`src/rtl/ir_car_scheduler.sv`:
```
// ---------------------------------------------------------------------------
// ir_car_scheduler
//
// Round-robin IR send scheduler. Holds one latched command per car. On each
// period tick it issues one packet per enabled car, in ascending car order,
// and hands each packet to the IR transmitter state machine. A per-car
// watchdog clears a car's command to 0 (stop) if it is not rewritten within
// TIMEOUT_TICKS period ticks.
//
// Ports:
//   clk_i            system clock
//   reset_ni         asynchronous, active-low reset
//   wr_en_i          command write strobe
//   wr_car_i         car index for the write
//   wr_cmd_i         command value for the write
//   enable_mask_i    bit i = 1 schedules car i in the next round
//   period_tick_i    one-cycle pulse that starts a round
//   tx_busy_i        transmitter busy (high while a packet is on air)
//   clr_flags_i      clears the sticky flags
//   tx_start_o       one-cycle send request
//   tx_car_o         car being sent (held until the next send)
//   tx_cmd_o         command being sent (held until the next send)
//   overrun_o        sticky: a tick arrived while a round was running
//   no_ack_o         sticky: the transmitter failed to go busy
//   round_active_o   high from round start until return to idle
// ---------------------------------------------------------------------------
module ir_car_scheduler #(
    parameter int CAR_COUNT     = 4,
    parameter int CMD_LEN       = 4,
    parameter int TIMEOUT_TICKS = 10,
    parameter int ACK_CYCLES    = 16,
    localparam int CW           = $clog2(CAR_COUNT)
) (
    input  logic                 clk_i,
    input  logic                 reset_ni,
    input  logic                 wr_en_i,
    input  logic [CW-1:0]        wr_car_i,
    input  logic [CMD_LEN-1:0]   wr_cmd_i,
    input  logic [CAR_COUNT-1:0] enable_mask_i,
    input  logic                 period_tick_i,
    input  logic                 tx_busy_i,
    input  logic                 clr_flags_i,
    output logic                 tx_start_o,
    output logic [CW-1:0]        tx_car_o,
    output logic [CMD_LEN-1:0]   tx_cmd_o,
    output logic                 overrun_o,
    output logic                 no_ack_o,
    output logic                 round_active_o
);

    localparam int AW  = $clog2(TIMEOUT_TICKS + 1);
    localparam int ACW = $clog2(ACK_CYCLES + 1);

    typedef enum logic [2:0] {
        S_IDLE,
        S_SCAN,
        S_START,
        S_WAIT_ACK,
        S_WAIT_DONE
    } state_t;

    state_t                 state_q;
    logic [CAR_COUNT-1:0]   pending_q;
    logic [CW-1:0]          idx_q;
    logic [ACW-1:0]         ack_cnt_q;
    logic                   tx_start_q;
    logic [CW-1:0]          tx_car_q;
    logic [CMD_LEN-1:0]     tx_cmd_q;
    logic                   overrun_q;
    logic                   no_ack_q;
    logic                   round_active_q;

    logic [CMD_LEN-1:0]     cmd_all [CAR_COUNT];

    // -----------------------------------------------------------------------
    // Per-car command latch and watchdog age counter. A write always beats
    // the ageing tick in the same cycle. The age saturates at TIMEOUT_TICKS,
    // and the command is forced to stop on the tick that reaches it.
    // -----------------------------------------------------------------------
    for (genvar gi = 0; gi < CAR_COUNT; gi++) begin : g_car
        logic [CMD_LEN-1:0] cmd_q;
        logic [AW-1:0]      age_q;
        logic               wr_hit;

        assign wr_hit = wr_en_i && (wr_car_i == CW'(gi));

        always_ff @(posedge clk_i or negedge reset_ni) begin
            if (!reset_ni) begin
                cmd_q <= '0;
                age_q <= '0;
            end else if (wr_hit) begin
                cmd_q <= wr_cmd_i;
                age_q <= '0;
            end else if (period_tick_i && (age_q < AW'(TIMEOUT_TICKS))) begin
                age_q <= age_q + 1'b1;
                if (age_q == AW'(TIMEOUT_TICKS - 1)) begin
                    cmd_q <= '0;
                end
            end
        end

        assign cmd_all[gi] = cmd_q;
    end

    // -----------------------------------------------------------------------
    // Lowest pending car at or above the current index. Cars below idx have
    // already been served (or skipped) this round, so a round never revisits.
    // -----------------------------------------------------------------------
    logic          found_d;
    logic [CW-1:0] found_idx_d;

    always_comb begin
        found_d     = 1'b0;
        found_idx_d = '0;
        for (int i = 0; i < CAR_COUNT; i++) begin
            if (!found_d && pending_q[i] && (i >= int'(idx_q))) begin
                found_d     = 1'b1;
                found_idx_d = CW'(i);
            end
        end
    end

    logic ack_expire_d;
    assign ack_expire_d = (state_q == S_WAIT_ACK) && !tx_busy_i &&
                          (ack_cnt_q == ACW'(ACK_CYCLES - 1));

    // -----------------------------------------------------------------------
    // Round sequencer with registered outputs.
    // -----------------------------------------------------------------------
    always_ff @(posedge clk_i or negedge reset_ni) begin
        if (!reset_ni) begin
            state_q        <= S_IDLE;
            pending_q      <= '0;
            idx_q          <= '0;
            ack_cnt_q      <= '0;
            tx_start_q     <= 1'b0;
            tx_car_q       <= '0;
            tx_cmd_q       <= '0;
            overrun_q      <= 1'b0;
            no_ack_q       <= 1'b0;
            round_active_q <= 1'b0;
        end else begin
            tx_start_q <= 1'b0;

            case (state_q)
                S_IDLE: begin
                    // An empty snapshot never starts a round.
                    if (period_tick_i && (enable_mask_i != '0)) begin
                        pending_q      <= enable_mask_i;
                        idx_q          <= '0;
                        round_active_q <= 1'b1;
                        state_q        <= S_SCAN;
                    end
                end

                S_SCAN: begin
                    if (found_d) begin
                        idx_q      <= found_idx_d;
                        tx_start_q <= 1'b1;
                        tx_car_q   <= found_idx_d;
                        tx_cmd_q   <= cmd_all[found_idx_d];
                        state_q    <= S_START;
                    end else begin
                        round_active_q <= 1'b0;
                        state_q        <= S_IDLE;
                    end
                end

                S_START: begin
                    ack_cnt_q <= '0;
                    state_q   <= S_WAIT_ACK;
                end

                S_WAIT_ACK: begin
                    if (tx_busy_i) begin
                        state_q <= S_WAIT_DONE;
                    end else if (ack_expire_d) begin
                        // Skip this car; the scan moves past it because
                        // its pending bit is now clear.
                        pending_q[idx_q] <= 1'b0;
                        state_q          <= S_SCAN;
                    end else begin
                        ack_cnt_q <= ack_cnt_q + 1'b1;
                    end
                end

                S_WAIT_DONE: begin
                    if (!tx_busy_i) begin
                        pending_q[idx_q] <= 1'b0;
                        idx_q            <= idx_q + 1'b1;
                        state_q          <= S_SCAN;
                    end
                end

                default: begin
                    state_q <= S_IDLE;
                end
            endcase

            // Sticky flags: a set event in the same cycle beats the clear.
            if (period_tick_i && (state_q != S_IDLE)) begin
                overrun_q <= 1'b1;
            end else if (clr_flags_i) begin
                overrun_q <= 1'b0;
            end

            if (ack_expire_d) begin
                no_ack_q <= 1'b1;
            end else if (clr_flags_i) begin
                no_ack_q <= 1'b0;
            end
        end
    end

    assign tx_start_o     = tx_start_q;
    assign tx_car_o       = tx_car_q;
    assign tx_cmd_o       = tx_cmd_q;
    assign overrun_o      = overrun_q;
    assign no_ack_o       = no_ack_q;
    assign round_active_o = round_active_q;

endmodule

```
`config.mk`:
```
export PLATFORM = sky130hd
export DESIGN_NAME = ir_car_scheduler
export DESIGN_NICKNAME = d
export VERILOG_FILES = /design/src/rtl/ir_car_scheduler.sv
export SDC_FILE = /design/constraint.sdc
export NUM_CORES = 1
export LEC_CHECK = 0
export ABC_AREA = 1
export CELL_PAD_IN_SITES_DETAIL_PLACEMENT = 0
export CELL_PAD_IN_SITES_GLOBAL_PLACEMENT = 1
export CORE_MARGIN = 4
export CORE_UTILIZATION = 29
export DETAILED_ROUTE_END_ITERATION = 16
export PLACE_DENSITY = 0.59
export SYNTH_ARGS = -nofsm -noshare
export SYNTH_HDL_FRONTEND = slang
export SYNTH_SLANG_ARGS = --single-unit
```
`constraint.sdc`:
```
create_clock -name clk_i -period 4.75 [get_ports clk_i]
set_clock_uncertainty 0.2 [all_clocks]
set_input_delay 0.475 -clock clk_i [delete_from_list [all_inputs] [get_ports clk_i]]
set_output_delay 0.475 -clock clk_i [all_outputs]
set_load 0.01 [all_outputs]
```
## Word level (Yosys, flattened, before mapping)

Index checks and enable logic that the tools add are counted.

- Add/subtract/negate cells: 6
- Multiplexer cells: 58
- Equality and inequality tests: 20
- Bitwise gates (word level): 3
- Reduce and logical (&&, ||, !) cells: 51
- Order comparisons: 10

Operator list:

| operator | count |
|---|---|
| 4-bit 2-to-1 mux | 26 |
| 2-bit nonzero test | 12 |
| 1-bit logical AND | 19 |
| 4-bit by 1-bit adder with 4-bit output (second input constant) | 4 |
| 4-bit equality test (second input constant) | 4 |
| 4-bit < comparator (second input constant) | 4 |
| 3-bit one-hot mux with 5 select lines | 1 |
| 2-bit inequality test (second input constant) | 7 |
| 1-bit 2-to-1 mux | 13 |
| 2-bit 2-to-1 mux | 6 |
| 3-bit 2-to-1 mux | 4 |
| 4-bit one-hot mux with 3 select lines | 1 |
| 5-bit 2-to-1 mux | 2 |
| 5-bit one-hot mux with 2 select lines | 1 |
| 2-bit AND reduction | 5 |
| 3-bit AND reduction | 3 |
| 3-bit nonzero test | 3 |
| 4-bit binary-select mux with 2-bit select | 1 |
| 3-bit by 2-bit equality test with 1-bit output (second input constant) | 2 |
| 2-bit one-hot mux with 3 select lines | 1 |
| 5-bit by 1-bit adder with 5-bit output (second input constant) | 1 |
| 5-bit by 4-bit equality test with 1-bit output (second input constant) | 1 |
| 5-bit AND reduction | 1 |
| 4-bit bitwise AND | 1 |
| other kinds (20) | 25 |

- Flip-flop bits (word level): 56
- Bits of input ports: 16

## Logic depth before layout (Yosys ltp)

- Depth in word-level cells: 18
- Gate-level depth with buffers: 12
- Gate-level depth less buffers: 12

## Least setup slack after synthesis

No wires, ideal clock.

- Path kind: register -> register
- Start: reg idx_q[1]
- End: reg round_active_q (netlist: round_active_o)
- Required time: 4431 ps
- Cell stages (with the launch flop): 11
- Setup slack: 3059 ps
- Arrival: 1371 ps
- Cell sequence: dfrtp_1 inv_1 ha_1 inv_1 nand2_1 nand2_1 nand2_1 o21ai_4 inv_2 o21ai_2 nand2_1

- Longest elaborated chain between the ends: 16
- Elaborated cells between the ends (all ways): 18
- Classes of those cells: 3 x order compare; 1 x eq/ne; 4 x mux; 10 x reduce/logical

Ends and longest elaborated chain:

| item | RTL line | RTL |
|---|---|---|
| start: declaration | 64 | `logic [CW-1:0] idx_q;` |
| start signal: assignment | 158 | `idx_q <= found_idx_d;` |
| start signal: assignment | 190 | `idx_q <= idx_q + 1'b1;` |
| 1-bit by 2-bit greater-or-equal comparator with 1-bit output | 116 | `if (!found_d && pending_q[i] && (i >= int'(idx_q))) begin` |
| 1-bit logical AND | 116 |  |
| 1-bit 2-to-1 mux | 116 |  |
| 1-bit logical NOT | 116 |  |
| 1-bit logical AND (2 in series) | 116 |  |
| 1-bit 2-to-1 mux | 116 |  |
| 1-bit logical NOT | 116 |  |
| 1-bit logical AND (2 in series) | 116 |  |
| 1-bit 2-to-1 mux * | 116 |  |
| 1-bit logical NOT | 116 |  |
| 1-bit logical AND | 116 |  |
| 1-bit 2-to-1 mux * | 116 |  |
| 2-bit inequality test (no source line) * | -- |  |
| 3-bit AND reduction (no source line) * | -- |  |
| end signal: assignment | 141 | `round_active_q <= 1'b0;` |
| end signal: assignment | 151 | `round_active_q <= 1'b1;` |
| end signal: assignment | 164 | `round_active_q <= 1'b0;` |
| end: declaration | 71 | `logic round_active_q;` |

Mark *: on every way between the ends. The rest lies on a longest branch, timed or not.
A chain may end at the register's enable or synchronous reset.

## Final worst setup path

- Start: reg idx_q[0]
- End: reg round_active_q (netlist: round_active_o)

The elaborated chain is that of the path after synthesis.

==> metrics <==
Area contributors post-synth dfrtp_1 (48%), nand2_1 (11%), nand3_1 (8.3%); most frequent CP cell nand2_1; latest clock arrival within the worst-skew pair 0.31 ns; sequential-to-total area share from yosys stat 47.5%; Slew Limit Headroom around half; reg2reg setup slack between 2 and 3 ns; DRC 0; Post-CTS Setup Bufs 0; Die Ht 109 µm; Reg area 1400 µm²; area leader, netlist dfrtp_1; Std-Cell Rows 36; crit end category register; drt total wl 6550 µm; Mapped Nets 385; Sw Ratio 40.9%; Top Ports 26; Req. time, crit path 4.76 ns; Nets 416; Critical Path Fanout Max 12; input/output buffers 25; CTS Hold Bufs 0; Slew @ Worst Pin 0.740 ns; via count 2353; Total Routing Usage GR 12.1%; leakage power between 1.5 and 2 nW; most instantiated library cell after synthesis nand2_1; die area ~12000 µm²; initial antenna violation count 0; synth warn 0; Peak supply drop 181 µV; Seq pwr share 39.1%; TritonCTS buffer count 5; final antenna-violating net count 0; clock power share about 18%; Crit path arrival time 2.13 ns; crit-path cells inv_1 -> ha_1 -> nand2_1 -> nand2_1 -> o21ai_4 -> inv_2 -> o21ai_2 -> nand2_1; Internal Dissipation 1.21 mW; Post-synth EDFFs 0; mean routed wirelength per cell 12.6 µm; Hold Fails Final Rpt 0; GR Util met1 around 16%; Critical R2R Launch idx_q[0]; clock root buffer clkbuf_8; post-CTS resize count 0; clk sink count 56; Comb pwr share 43.2%; area of the multi-input gates approximately 1300 µm²; initial DRC count between 70 and 80; first-pass GRT wire length 11500 µm; post-synth cell types 28; status completed; CTS Buffer Depth 2; Area growth, synth to finish 18.3%; Post-synth top cells nand2_1 (86), inv_1 (58), dfrtp_1 (56); CP peak stage delay between 0.4 and 0.5 ns; net switching power 0.835 mW; Finish-stage setup viols 0; diode count 0; Power Density 585 nW/µm²; Placer Congestion 0.773; CTS HTree Levels 2; Via density 4.53; Slew Limit Fails 0; Slowest-stage cell, CP dfrtp_1; Mapped Cells approximately 360; Synth top area share 47.5%; Max-Cap Viols 0; Setup CP Type register to register; Worst Reg-to-Reg Cells 8; final period utilization around 45%; Post-synth ARST share 100%; share of layout cells above drive strength 1 ~8.8%; Total Neg Setup Slack 0 ns; met2 Resource Use GR about a fifth; startpoint types register; min Tclk post-route 2.12 ns; largest net degree at the start of global routing 57; Initial Util 30.0%; post-DP HPWL 4990 µm; vias in the first global route 2416; area of the core 9820 µm²; Synth Area per Inst 8.30 µm²; DRT Pass-1 Iters 4; unrepaired setup endpoints after global routing false; DIE WIDTH 109 µm; met3 usage 2.43%; fmax about 470 MHz; Min-Delay Path Class input pin to asynchronous set/reset pin; CTS tree done; main flop type after synthesis dfrtp_1; Synth Register Bits 56; FILL cells around 1100; mapped cell area 2950 µm²; final core utilization about 35%; Worst-path clk slew 0.10 ns; RR Endpoint round_active_o; busiest grt layer met2; grt total ovfl 0
==> worst max-delay path by stage <==
stage / startpoint / end / slack, ns / cells past startpoint
floorplan: idx_q[1] / round_active_o / 3.06 / 10
global placement: period_tick_i / g_car[2].cmd_q[3] / 2.44 / 6
detailed placement: period_tick_i / g_car[2].cmd_q[3] / 2.38 / 6
CTS: idx_q[0] / round_active_o / 2.58 / 8
global route: idx_q[0] / round_active_o / 2.43 / 8
finish: idx_q[0] / round_active_o / 2.63 / 8
==> flip-flops by register name (all words and copies together), names as in the netlist <==
signal,count
g_car.age_q,16
g_car.cmd_q,16
ack_cnt_q,5
pending_q,4
tx_cmd_o,4
state_q,3
idx_q,2
tx_car_o,2
no_ack_o,1
overrun_o,1
round_active_o,1
tx_start_o,1
==> metal layers <==
layer | vias to the layer above | wire length [µm]
met2 | 28 | 3070
met4 | 0 | 35
met1 | 1107 | 3230
met5 | - | 0
met3 | 2 | 210
li1 | 1216 | -
==> cell families (layout without fill, tap and decap cells) <==
group / Yosys count / after routing / synth area share [%]
AOI/OAI and AO/OA: 58 / 58 / 12.1
adders and majority gates: 14 / 14 / 5.94
buffers and inverters: 63 / 94 / 8.11
DFF: 56 / 56 / 47.5
muxes: 2 / 2 / 0.679
and+or+nand+nor: 162 / 162 / 25.6
==> critical path: cells and delay by family, from the launching register on <==
family,cells,cell delay [ns]
flops,1,0.43
simple gates,3,0.52
buf+inv,2,0.22
fa+ha+maj,1,0.22
compound gates,2,0.43
==> through the flow <==
step / power, mW / instances / instance area [µm²] / setup slack, ns / hold slack (ns)
after global routing: 2.25 / 519 / 3490 / 2.43 / 0.166
after global placement: 1.70 / 512 / 3360 / 2.44 / 0.265
after CTS: 2.07 / 519 / 3490 / 2.58 / 0.128
final: 2.04 / 519 / 3490 / 2.63 / 0.0785
after floorplan: 1.43 / 355 / 2950 / 3.06 / -0.0206
after detailed placement: 1.70 / 512 / 3360 / 2.38 / 0.270
==> layout by cell type, fill, tap and decap left out, types with 2 or more instances in the layout <==
master and instances:
a21boi_0 2, a21oi_1 10, a21oi_2 2, bufinv_16 2, clkbuf_8 5, clkdlybuf4s50_1 24, dfrtp_1 56, ha_1 14
inv_1 58, inv_2 3, mux2i_1 2, nand2_1 86, nand2_2 6, nand2_4 2, nand3_1 49, nand3_2 2
nand3b_1 2, nand4_1 3, nor2_1 4, nor2_2 3, nor2_4 2, nor3_1 2, o21a_1 2, o21ai_0 24
o21ai_2 3, o22ai_1 12
==> power by group through the flow <==
stage                     logic [mW]  clock network [mW]  registers [mW]
after floorplan                0.639                   0           0.788
after global placement         0.894                   0           0.809
after detailed placement       0.896                   0           0.806
after CTS                      0.899               0.378           0.798
after global routing            1.03               0.395           0.826
final                          0.882               0.361           0.797
==> cell type report <==
| class | instances | area share (%) |
|---|---|---|
| Sequential cell | 56 | 40.2 |
| Tap cell | 133 | 4.77 |
| Multi-Input combinational cell | 236 | 37.5 |
| Timing Repair Buffer | 26 | 7.25 |
| Inverter | 61 | 6.57 |
| Clock buffer | 5 | 1.97 |
| Clock inverter | 2 | 1.72 |
(Power assumes the default switching activity.)
